$ cat src/rtl/tis_pkg.sv
// Shared types and helpers for the TIS edge port: word format, value range, and saturation.
package tis_pkg;

    localparam int WORD_W  = 11;
    localparam int LVL_W   = 5;
    localparam int TIS_MAX = 999;
    localparam int TIS_MIN = -999;

    typedef logic signed [WORD_W-1:0] tis_word_t;

    function automatic tis_word_t clamp(input tis_word_t v);
        if (v > tis_word_t'(TIS_MAX)) begin
            return tis_word_t'(TIS_MAX);
        end else if (v < tis_word_t'(TIS_MIN)) begin
            return tis_word_t'(TIS_MIN);
        end
        return v;
    endfunction

endpackage

$ cat src/rtl/tis_fifo.sv
// Registered-output FIFO of tis words with explicit occupancy; head reads as zero when empty.
module tis_fifo
    import tis_pkg::*;
#(
    parameter int unsigned DEPTH = 4
) (
    input  logic             clk,
    input  logic             rst,
    input  logic             push,
    input  tis_word_t        wdata,
    input  logic             pop,
    output tis_word_t        rdata,
    output logic             full,
    output logic             empty,
    output logic [LVL_W-1:0] level
);

    localparam int unsigned PTR_W = (DEPTH > 1) ? $clog2(DEPTH) : 1;

    tis_word_t        mem_q [DEPTH];
    tis_word_t        mem_d [DEPTH];
    logic [PTR_W-1:0] wr_ptr_q, wr_ptr_d;
    logic [PTR_W-1:0] rd_ptr_q, rd_ptr_d;
    logic [LVL_W-1:0] level_q, level_d;
    logic             do_push, do_pop;

    assign full    = (level_q == LVL_W'(DEPTH));
    assign empty   = (level_q == '0);
    assign level   = level_q;
    assign rdata   = empty ? '0 : mem_q[rd_ptr_q];
    // A full FIFO refuses a push even when a pop frees a slot on the same edge.
    assign do_push = push & ~full;
    assign do_pop  = pop & ~empty;

    always_comb begin
        mem_d    = mem_q;
        wr_ptr_d = wr_ptr_q;
        rd_ptr_d = rd_ptr_q;
        level_d  = level_q;
        if (do_push) begin
            mem_d[wr_ptr_q] = wdata;
            wr_ptr_d = (wr_ptr_q == PTR_W'(DEPTH - 1)) ? '0 : wr_ptr_q + 1'b1;
        end
        if (do_pop) begin
            rd_ptr_d = (rd_ptr_q == PTR_W'(DEPTH - 1)) ? '0 : rd_ptr_q + 1'b1;
        end
        case ({do_push, do_pop})
            2'b10:   level_d = level_q + 1'b1;
            2'b01:   level_d = level_q - 1'b1;
            default: level_d = level_q;
        endcase
    end

    always_ff @(posedge clk or negedge rst) begin
        if (!rst) begin
            mem_q    <= '{default: '0};
            wr_ptr_q <= '0;
            rd_ptr_q <= '0;
            level_q  <= '0;
        end else begin
            mem_q    <= mem_d;
            wr_ptr_q <= wr_ptr_d;
            rd_ptr_q <= rd_ptr_d;
            level_q  <= level_d;
        end
    end

endmodule

$ cat src/rtl/tis_edge_port.sv
// Host/core boundary port: clamped ingress FIFO toward the core lane, raw egress FIFO back to host.
module tis_edge_port
    import tis_pkg::*;
#(
    parameter int unsigned DEPTH = 4
) (
    input  logic             clk,
    input  logic             rst,
    input  logic             host_in_valid,
    input  tis_word_t        host_in_data,
    output logic             host_in_ready,
    output logic             host_out_valid,
    output tis_word_t        host_out_data,
    input  logic             host_out_ready,
    output logic             rready,
    output tis_word_t        data,
    input  logic             read,
    output logic             wready,
    input  logic             write,
    input  tis_word_t        wdata,
    output logic [LVL_W-1:0] in_level,
    output logic [LVL_W-1:0] out_level,
    output logic             proto_err
);

    logic in_full, in_empty, out_full, out_empty;
    logic proto_err_q, proto_err_d;

    // Readies are gated by reset so they stay low while held and rise as soon as it releases.
    assign host_in_ready  = rst & ~in_full;
    assign wready         = rst & ~out_full;
    assign rready         = ~in_empty;
    assign host_out_valid = ~out_empty;
    assign proto_err      = proto_err_q;

    tis_fifo #(
        .DEPTH(DEPTH)
    ) u_ingress (
        .clk   (clk),
        .rst   (rst),
        .push  (host_in_valid & host_in_ready),
        .wdata (clamp(host_in_data)),
        .pop   (read & rready),
        .rdata (data),
        .full  (in_full),
        .empty (in_empty),
        .level (in_level)
    );

    tis_fifo #(
        .DEPTH(DEPTH)
    ) u_egress (
        .clk   (clk),
        .rst   (rst),
        .push  (write & wready),
        .wdata (wdata),
        .pop   (host_out_ready & host_out_valid),
        .rdata (host_out_data),
        .full  (out_full),
        .empty (out_empty),
        .level (out_level)
    );

    always_comb begin
        proto_err_d = proto_err_q | (read & ~rready) | (write & ~wready);
    end

    always_ff @(posedge clk or negedge rst) begin
        if (!rst) begin
            proto_err_q <= 1'b0;
        end else begin
            proto_err_q <= proto_err_d;
        end
    end

endmodule
$ cat config.mk
export PLATFORM = sky130hd
export DESIGN_NAME = tis_edge_port
export DESIGN_NICKNAME = d
export VERILOG_FILES = /design/src/rtl/tis_pkg.sv /design/src/rtl/tis_fifo.sv /design/src/rtl/tis_edge_port.sv
export SDC_FILE = /design/constraint.sdc
export NUM_CORES = 1
export LEC_CHECK = 0
export CAP_MARGIN = 20
export CORE_MARGIN = 2
export CORE_UTILIZATION = 45
export CTS_CLUSTER_DIAMETER = 150
export DETAILED_ROUTE_END_ITERATION = 12
export HOLD_SLACK_MARGIN = 0.15
export PLACE_DENSITY = 0.66
export SYNTH_ARGS = -nofsm -noshare
export SYNTH_HDL_FRONTEND = slang
export SYNTH_SLANG_ARGS = --single-unit
$ cat constraint.sdc
create_clock -name clk -period 4.83 [get_ports clk]
set_input_delay 0.966 -clock clk [delete_from_list [all_inputs] [get_ports clk]]
set_output_delay 0.966 -clock clk [all_outputs]
set_load 0.02 [all_outputs]
Word level (Yosys, flattened, before mapping)
Index checks and enable logic that the tools add are counted.
{ "classes": {"addsub": 8, "order_cmp": 8, "n_eq_ne": 10, "n_mux": 25, "bitwise": 23, "n_reduce_logical": 6} }
{ "op_table": {"columns": ["operator", "count"], "rows": [
  ["2-to-1 mux 11 bit", 11],
  ["bitwise mux 44 bit", 2],
  ["binary-select mux 11 bit (select 2 bit)", 2],
  ["demux 11 bit (select 2 bit)", 2],
  ["case mux 5 bit (2 select lines)", 2],
  ["AND 1 bit", 12],
  ["== test 2 bit, second input constant", 6],
  [">= comparator 3 bit, second input constant", 4],
  ["NOT 2 -> 3 bit", 4],
  ["greater-than comparator 11 bit, second input constant", 1],
  ["less-than comparator 11 bit, second input constant", 1],
  ["adder 5 x 1 -> 5 bit, second input constant", 2],
  ["== test 5 x 3 -> 1 bit, second input constant", 2],
  ["zero test 5 bit", 2],
  ["subtractor 5 x 1 -> 5 bit, second input constant", 2],
  ["adder 2 x 1 -> 2 bit, second input constant", 4],
  ["2-to-1 mux 2 bit", 4],
  ["less-than comparator 3 x 1 -> 1 bit, second input constant", 2],
  ["NOT 1 bit", 5],
  ["== test 2 x 1 -> 1 bit, second input constant", 2],
  ["nonzero test 2 bit", 2],
  ["logical AND 1 bit", 2],
  ["2-to-1 mux 1 bit", 2],
  ["bitwise OR 1 bit", 2]
]} }
{ "totals": {"ff_bits": 107, "in_bits": 28, "out_inout_bits": 37, "elab_cells": 95} }

Logic depth before layout (Yosys ltp)
{ "depth": {"word_depth": 7, "depth_mapped": 12, "depth_no_buf": 10} }

By module
Synthesis repeated with hierarchy kept, for this count alone.
{ "unflattened": {"hier_cells": 387, "hier_area_um2": 5790.6} }
{ "modules_own_cells": {"columns": ["module", "instances", "cells_each", "area_per_inst_um2", "seq_area_each_um2"], "rows": [
  ["tis_fifo at u_ingress", 1, 179, 2810.2, 1326.3],
  ["tis_fifo at u_egress", 1, 177, 2761.4, 1326.3],
  ["tis_edge_port", 1, 31, 219.0, 25.0]
]} }

Worst setup path after synthesis
No wires, ideal clock.
{ "synth_path": {"kind": "in2reg", "from": "input rst", "to": "register u_ingress.level_q[4] (netlist: u_ingress.level[4])", "setup_ns": 0.135, "t_arrival_ns": 3.047, "required_ns": 4.695, "path_slack_ns": 1.648, "path_stages": 11, "n_path_buf": 1, "path_cell_list": "inv_1 -> a21oi_1 -> nand2_1 -> ha_1 -> clkbuf_1 -> xor2_1 -> ha_1 -> or2_2 -> a31oi_1 -> o31ai_1 -> xor2_1"} }
{ "synth_via": {"elab_chain_len": 5, "elab_cells_between_ends": 7, "cone_classes": "eq/ne (2); mux (1); bitwise (3); reduce/logical (1)"} }
{ "synth_rtl": {"columns": ["element", "line", "rtl"], "rows": [
  ["start: declaration", "tis_edge_port.sv:8", "input logic rst,"],
  ["AND 1 bit *", "tis_edge_port.sv:30", "assign host_in_ready = rst & ~in_full;"],
  ["net host_in_ready", "tis_edge_port.sv:11", "output logic host_in_ready,"],
  ["AND 1 bit *", "tis_edge_port.sv:41", ".push (host_in_valid & host_in_ready),"],
  ["AND 1 bit *", "tis_fifo.sv:32", "assign do_push = push & ~full;"],
  ["== test 2 x 1 -> 1 bit / == test 2 bit (equally long branches)", "tis_fifo.sv:47", "case ({do_push, do_pop})"],
  ["case mux 5 bit (2 select lines) / nonzero test 2 bit (equally long branches)", null, null],
  ["end signal: assignment", "tis_fifo.sv:64", "level_q <= level_d;"],
  ["end: declaration", "tis_fifo.sv:24", "logic [LVL_W-1:0] level_q, level_d;"]
]} }
Mark *: on every way through the listed nets, which the timed path passes. The rest lies on a longest branch.
A chain may end at the register's enable or synchronous reset.

Final worst setup path
{ "layout_path": {"from": "input rst", "to": "output wready"} }
{ "layout_via": {"elab_chain_len": 1} }
{ "layout_rtl": {"columns": ["element", "line", "rtl"], "rows": [
  ["AND 1 bit", "tis_edge_port.sv:31", "assign wready = rst & ~out_full;"],
  ["end: declaration", "tis_edge_port.sv:18", "output logic wready,"]
]} }
Every way passes these cells.

==> results.txt <==
----------------------------------------------------
[Logic synthesis]
  Net Count, Synth ... 449
  Number of enable flip-flop cells after synthesis ... 0
  Number of distinct library cells after synthesis ... between 40 and 50
  Proportion of synthesized flip-flops having asynchronous set or reset ... 1.00
  Leading register cell type out of synthesis ... sky130_fd_sc_hd__dfrtp_1
  Fraction of post-synthesis cell area in the top cell type by area ... 0.483
  Synthesized instance count ... 403
  Mean cell area of the mapped netlist ... 13.8 um^2
  Commonest cells post-synth ... 107 x sky130_fd_sc_hd__dfrtp_1, 45 x sky130_fd_sc_hd__mux2_2, 40 x sky130_fd_sc_hd__mux2_4
  Syn. warnings ... 0
  Number of synthesized register bits ... between 100 and 150
  Netlist area before placement ... 0.00555 mm^2
  Synth area leaders ... sky130_fd_sc_hd__dfrtp_1 48%, sky130_fd_sc_hd__mux2_4 11%, sky130_fd_sc_hd__mux2_2 9.1%
  Fraction of the yosys area taken by sequential cells ... 0.483
  Cell with the most instances after synthesis ... sky130_fd_sc_hd__dfrtp_1
  Cell type contributing the most total cell area after synthesis ... sky130_fd_sc_hd__dfrtp_1

[Die]
  Initial standard-cell utilization of the core ... 0.462
  Standard-cell rows ... 40
  Top-Level Pins ... 65
  Horizontal die dimension ... 115 um
  Placeable core area ... 0.0120 mm^2
  Die Y ... 115 um
  Total die area ... 0.0132 mm^2

[Setup path]
  Worst r2r src ... u_egress.level[1]
  Count of buffer and inverter cells on the critical path ... 3
  FF-to-FF setup slack ... roughly 1700 ps
  Cells traversed along the worst timing path ... buf_4, inv_1, a21oi_1, clkdlybuf4s50_1
  Kind of cell adding the most delay to the critical path ... buffers and inverters
  Arrival time worst endpoint ... 2620 ps
  Peak per-stage delay on the critical path ... 680 ps
  Worst setup EP type ... primary output
  Cells on worst reg2reg path ... 10
  Category of the critical setup timing path ... primary input to primary output
  Data required time of the critical path ... 3860 ps
  Endpoint of the most critical register-to-register path ... u_egress.level[4]
  Library cell contributing the largest single delay on the critical path ... sky130_fd_sc_hd__clkdlybuf4s50_1
  Kind of launch point of the worst setup path ... primary input
  Largest driver fanout on the critical path ... 38

[Route]
  Average wire per cell in the routed design ... 18.2 um
  Post-route DRC ... 0
  Drt first pass iters ... 4
  Via density per instance ... around 5.5
  Final antenna-violating net count ... 0
  Total Routed Length ... ~11000 um
  Number of DRC violations after detailed-routing iteration 0 ... 132
  Number of vias after detailed routing ... around 3400

[Clocking]
  H-Tree Level Count ... 3
  PostCTS Resize Cnt ... 0
  Clk Latency, worst-skew pair ... 350 ps
  Total clock buffers created by CTS ... 9
  Buffer cell driving the clock tree root ... sky130_fd_sc_hd__clkbuf_16
  Number of post-CTS setup repair buffers ... 0
  TritonCTS clock tree ... yes
  CTS Buffer Depth ... 2
  Hold buffers post-CTS ... 0
  Number of sinks handled by clock tree synthesis ... 107
  CTS clk-pin slew, worst paths ... 70 ps

[Final layout]
  Synth-to-Final Area Change ... 18.4%
  Share of final-layout standard cells stronger than drive strength 1 ... 0.300
  Total inserted antenna cells ... 0
  Net count, final ... 507
  Fraction of the core area covered by cells at the end of the flow ... 0.547

[Pwr]
  Proportion of total power due to net switching ... 0.344
  Comb power frac ... 0.477
  Total power density per cell area ... 732 mW/mm^2
  Share of power burned in the clock network ... 0.156
  Sequential share of power ... 0.367
  Leakage ... ~2.8 nW
  Switching power total ... 1.65 mW
  Peak supply drop ... about 0.34 mV
  Internal power contribution ... 3.16 mW

[GRT]
  Overflow after GRT ... 0
  Number of global-route vias before repair ... 3643
  Maximum number of pins on one net before global-route repair ... 76
  Overall global routing resource usage ... 0.186
  Antenna violations before repair ... 0
  Global-route wire length before repair ... 18900 um

[Timing]
  Transition time at the pin with the least slew margin ... 937 ps
  Clock Skew ... 7.79 ps
  Final count of pins violating max slew ... 0
  Setup-violating endpoint count in the final report ... 0
  Count of endpoints failing hold in the final timing report ... 0
  Setup repair after global routing missed its margin ... no
  Sum Neg Setup Slack ... 0 ps
  Share of the cycle needed by the critical path after routing ... 0.742
  Min Tclk post-route ... between 3000 and 4000 ps
  Max-slew headroom at the worst pin ... 0.375
  Worst setup slack after layout ... 1250 ps
  Maximum clock frequency ... 0.279 GHz

[Placement]
  Post-DP HPWL ... ~7400 um
  GP Congestion ... 0.727
  Port Buffers ... 64
  Pre-CTS WS ... 1170 ps

[Worst hold path]
  Worst Hold Launch ... u_ingress.mem_q[18]
  Worst Hold Path Cells ... 1
  Destination of the worst hold path ... u_ingress.mem_q[18]
  Tightest Hold Check Type ... register to register

[Outcome]
  Run status ... completed

[Run]
  Max-cap violations ... 0

----------------------------------------------------
-- flip-flops by register name, indices dropped and copies added, names as in the netlist --
| name | flops |
|---|---|
| proto_err | 1 |
| u_ingress.wr_ptr_q | 2 |
| u_egress.mem_q | 44 |
| u_ingress.rd_ptr_q | 2 |
| u_egress.rd_ptr_q | 2 |
| u_egress.wr_ptr_q | 2 |
| u_ingress.level | 5 |
| u_ingress.mem_q | 44 |
| u_egress.level | 5 |
-- how the worst max path moves through the flow --
stage,from,endpoint,slack (ps),cells after the start
floorplan,rst,u_ingress.level[4],1650,11
global placement,rst,u_egress.level[4],1260,11
detailed placement,rst,u_egress.level[4],1170,11
CTS,u_egress.rd_ptr_q[0],host_out_data[4],1220,3
global route,rst,wready,1110,4
finish,rst,wready,1250,4
-- layout by cell type, fill, tap and decap left out, types with 4 or more instances in the layout --
master                            netlist  routed
sky130_fd_sc_hd__inv_1                 11      11
sky130_fd_sc_hd__clkdlybuf4s50_1        0      63
sky130_fd_sc_hd__nand3_1                7       7
sky130_fd_sc_hd__buf_4                  4       6
sky130_fd_sc_hd__and2_4                 4       4
sky130_fd_sc_hd__nand4_1                4       4
sky130_fd_sc_hd__nand2_1                6       6
sky130_fd_sc_hd__mux2_4                40      40
sky130_fd_sc_hd__a21oi_1               22      22
sky130_fd_sc_hd__and2_1                24      24
sky130_fd_sc_hd__a31oi_1                4       4
sky130_fd_sc_hd__nor2_1                25      25
sky130_fd_sc_hd__mux4_2                22      22
sky130_fd_sc_hd__dfrtp_1              107     107
sky130_fd_sc_hd__mux2_2                45      45
sky130_fd_sc_hd__xor2_1                 8       8
sky130_fd_sc_hd__clkbuf_16              0       9
sky130_fd_sc_hd__ha_1                  18      18
-- cell families after synthesis --
family	share of synthesized area
DFF	0.483
muxes	0.291
AOI/OAI and AO/OA	0.0455
adders and majority gates	0.0406
xor gates and xnor gates	0.0174
buffers and inverters	0.0327
and+or+nand+nor	0.0906
-- layout make-up --
class / count / area [um^2]
Fill cell: 1006 / 5440
Timing Repair Buffer: 69 / 676
Clock buffer: 11 / 243
Tap cell: 147 / 184
Inverter: 11 / 41.3
Clock inverter: 5 / 61.3
Multi-Input combinational cell: 263 / 2690
Sequential cell: 107 / 2680
-- power by group through the flow --
stage	clock network [mW]	registers (mW)	logic [mW]
finish	0.752	1.77	2.30
detailed placement	0	1.78	2.32
CTS	0.773	1.77	2.33
global placement	0	1.76	2.27
global route	0.812	1.84	2.49
floorplan	0	1.62	1.69
-- metal layers --
layer | wire, um | part of all wire | global-route usage | vias to the layer above
met5 | 0 | 0 | 0 | -
met4 | 102 | 0.0091 | 0.0450 | 0
met3 | 382 | 0.034 | 0.0511 | 9
met2 | 5690 | 0.51 | 0.309 | 62
met1 | 5010 | 0.45 | 0.246 | 1731
li1 | - | - | - | 1555
-- through the flow --
step                cell area (um^2)  hold slack, ps  power (mW)  std cells
finish                          6570             503        4.81        613
global route                    6570             522        5.14        613
CTS                             6570             505        4.87        613
detailed placement              6270             491        4.10        597
global placement                6270             484        4.03        597
floorplan                       5550             475        3.30        403
(Power assumes the default switching activity.)
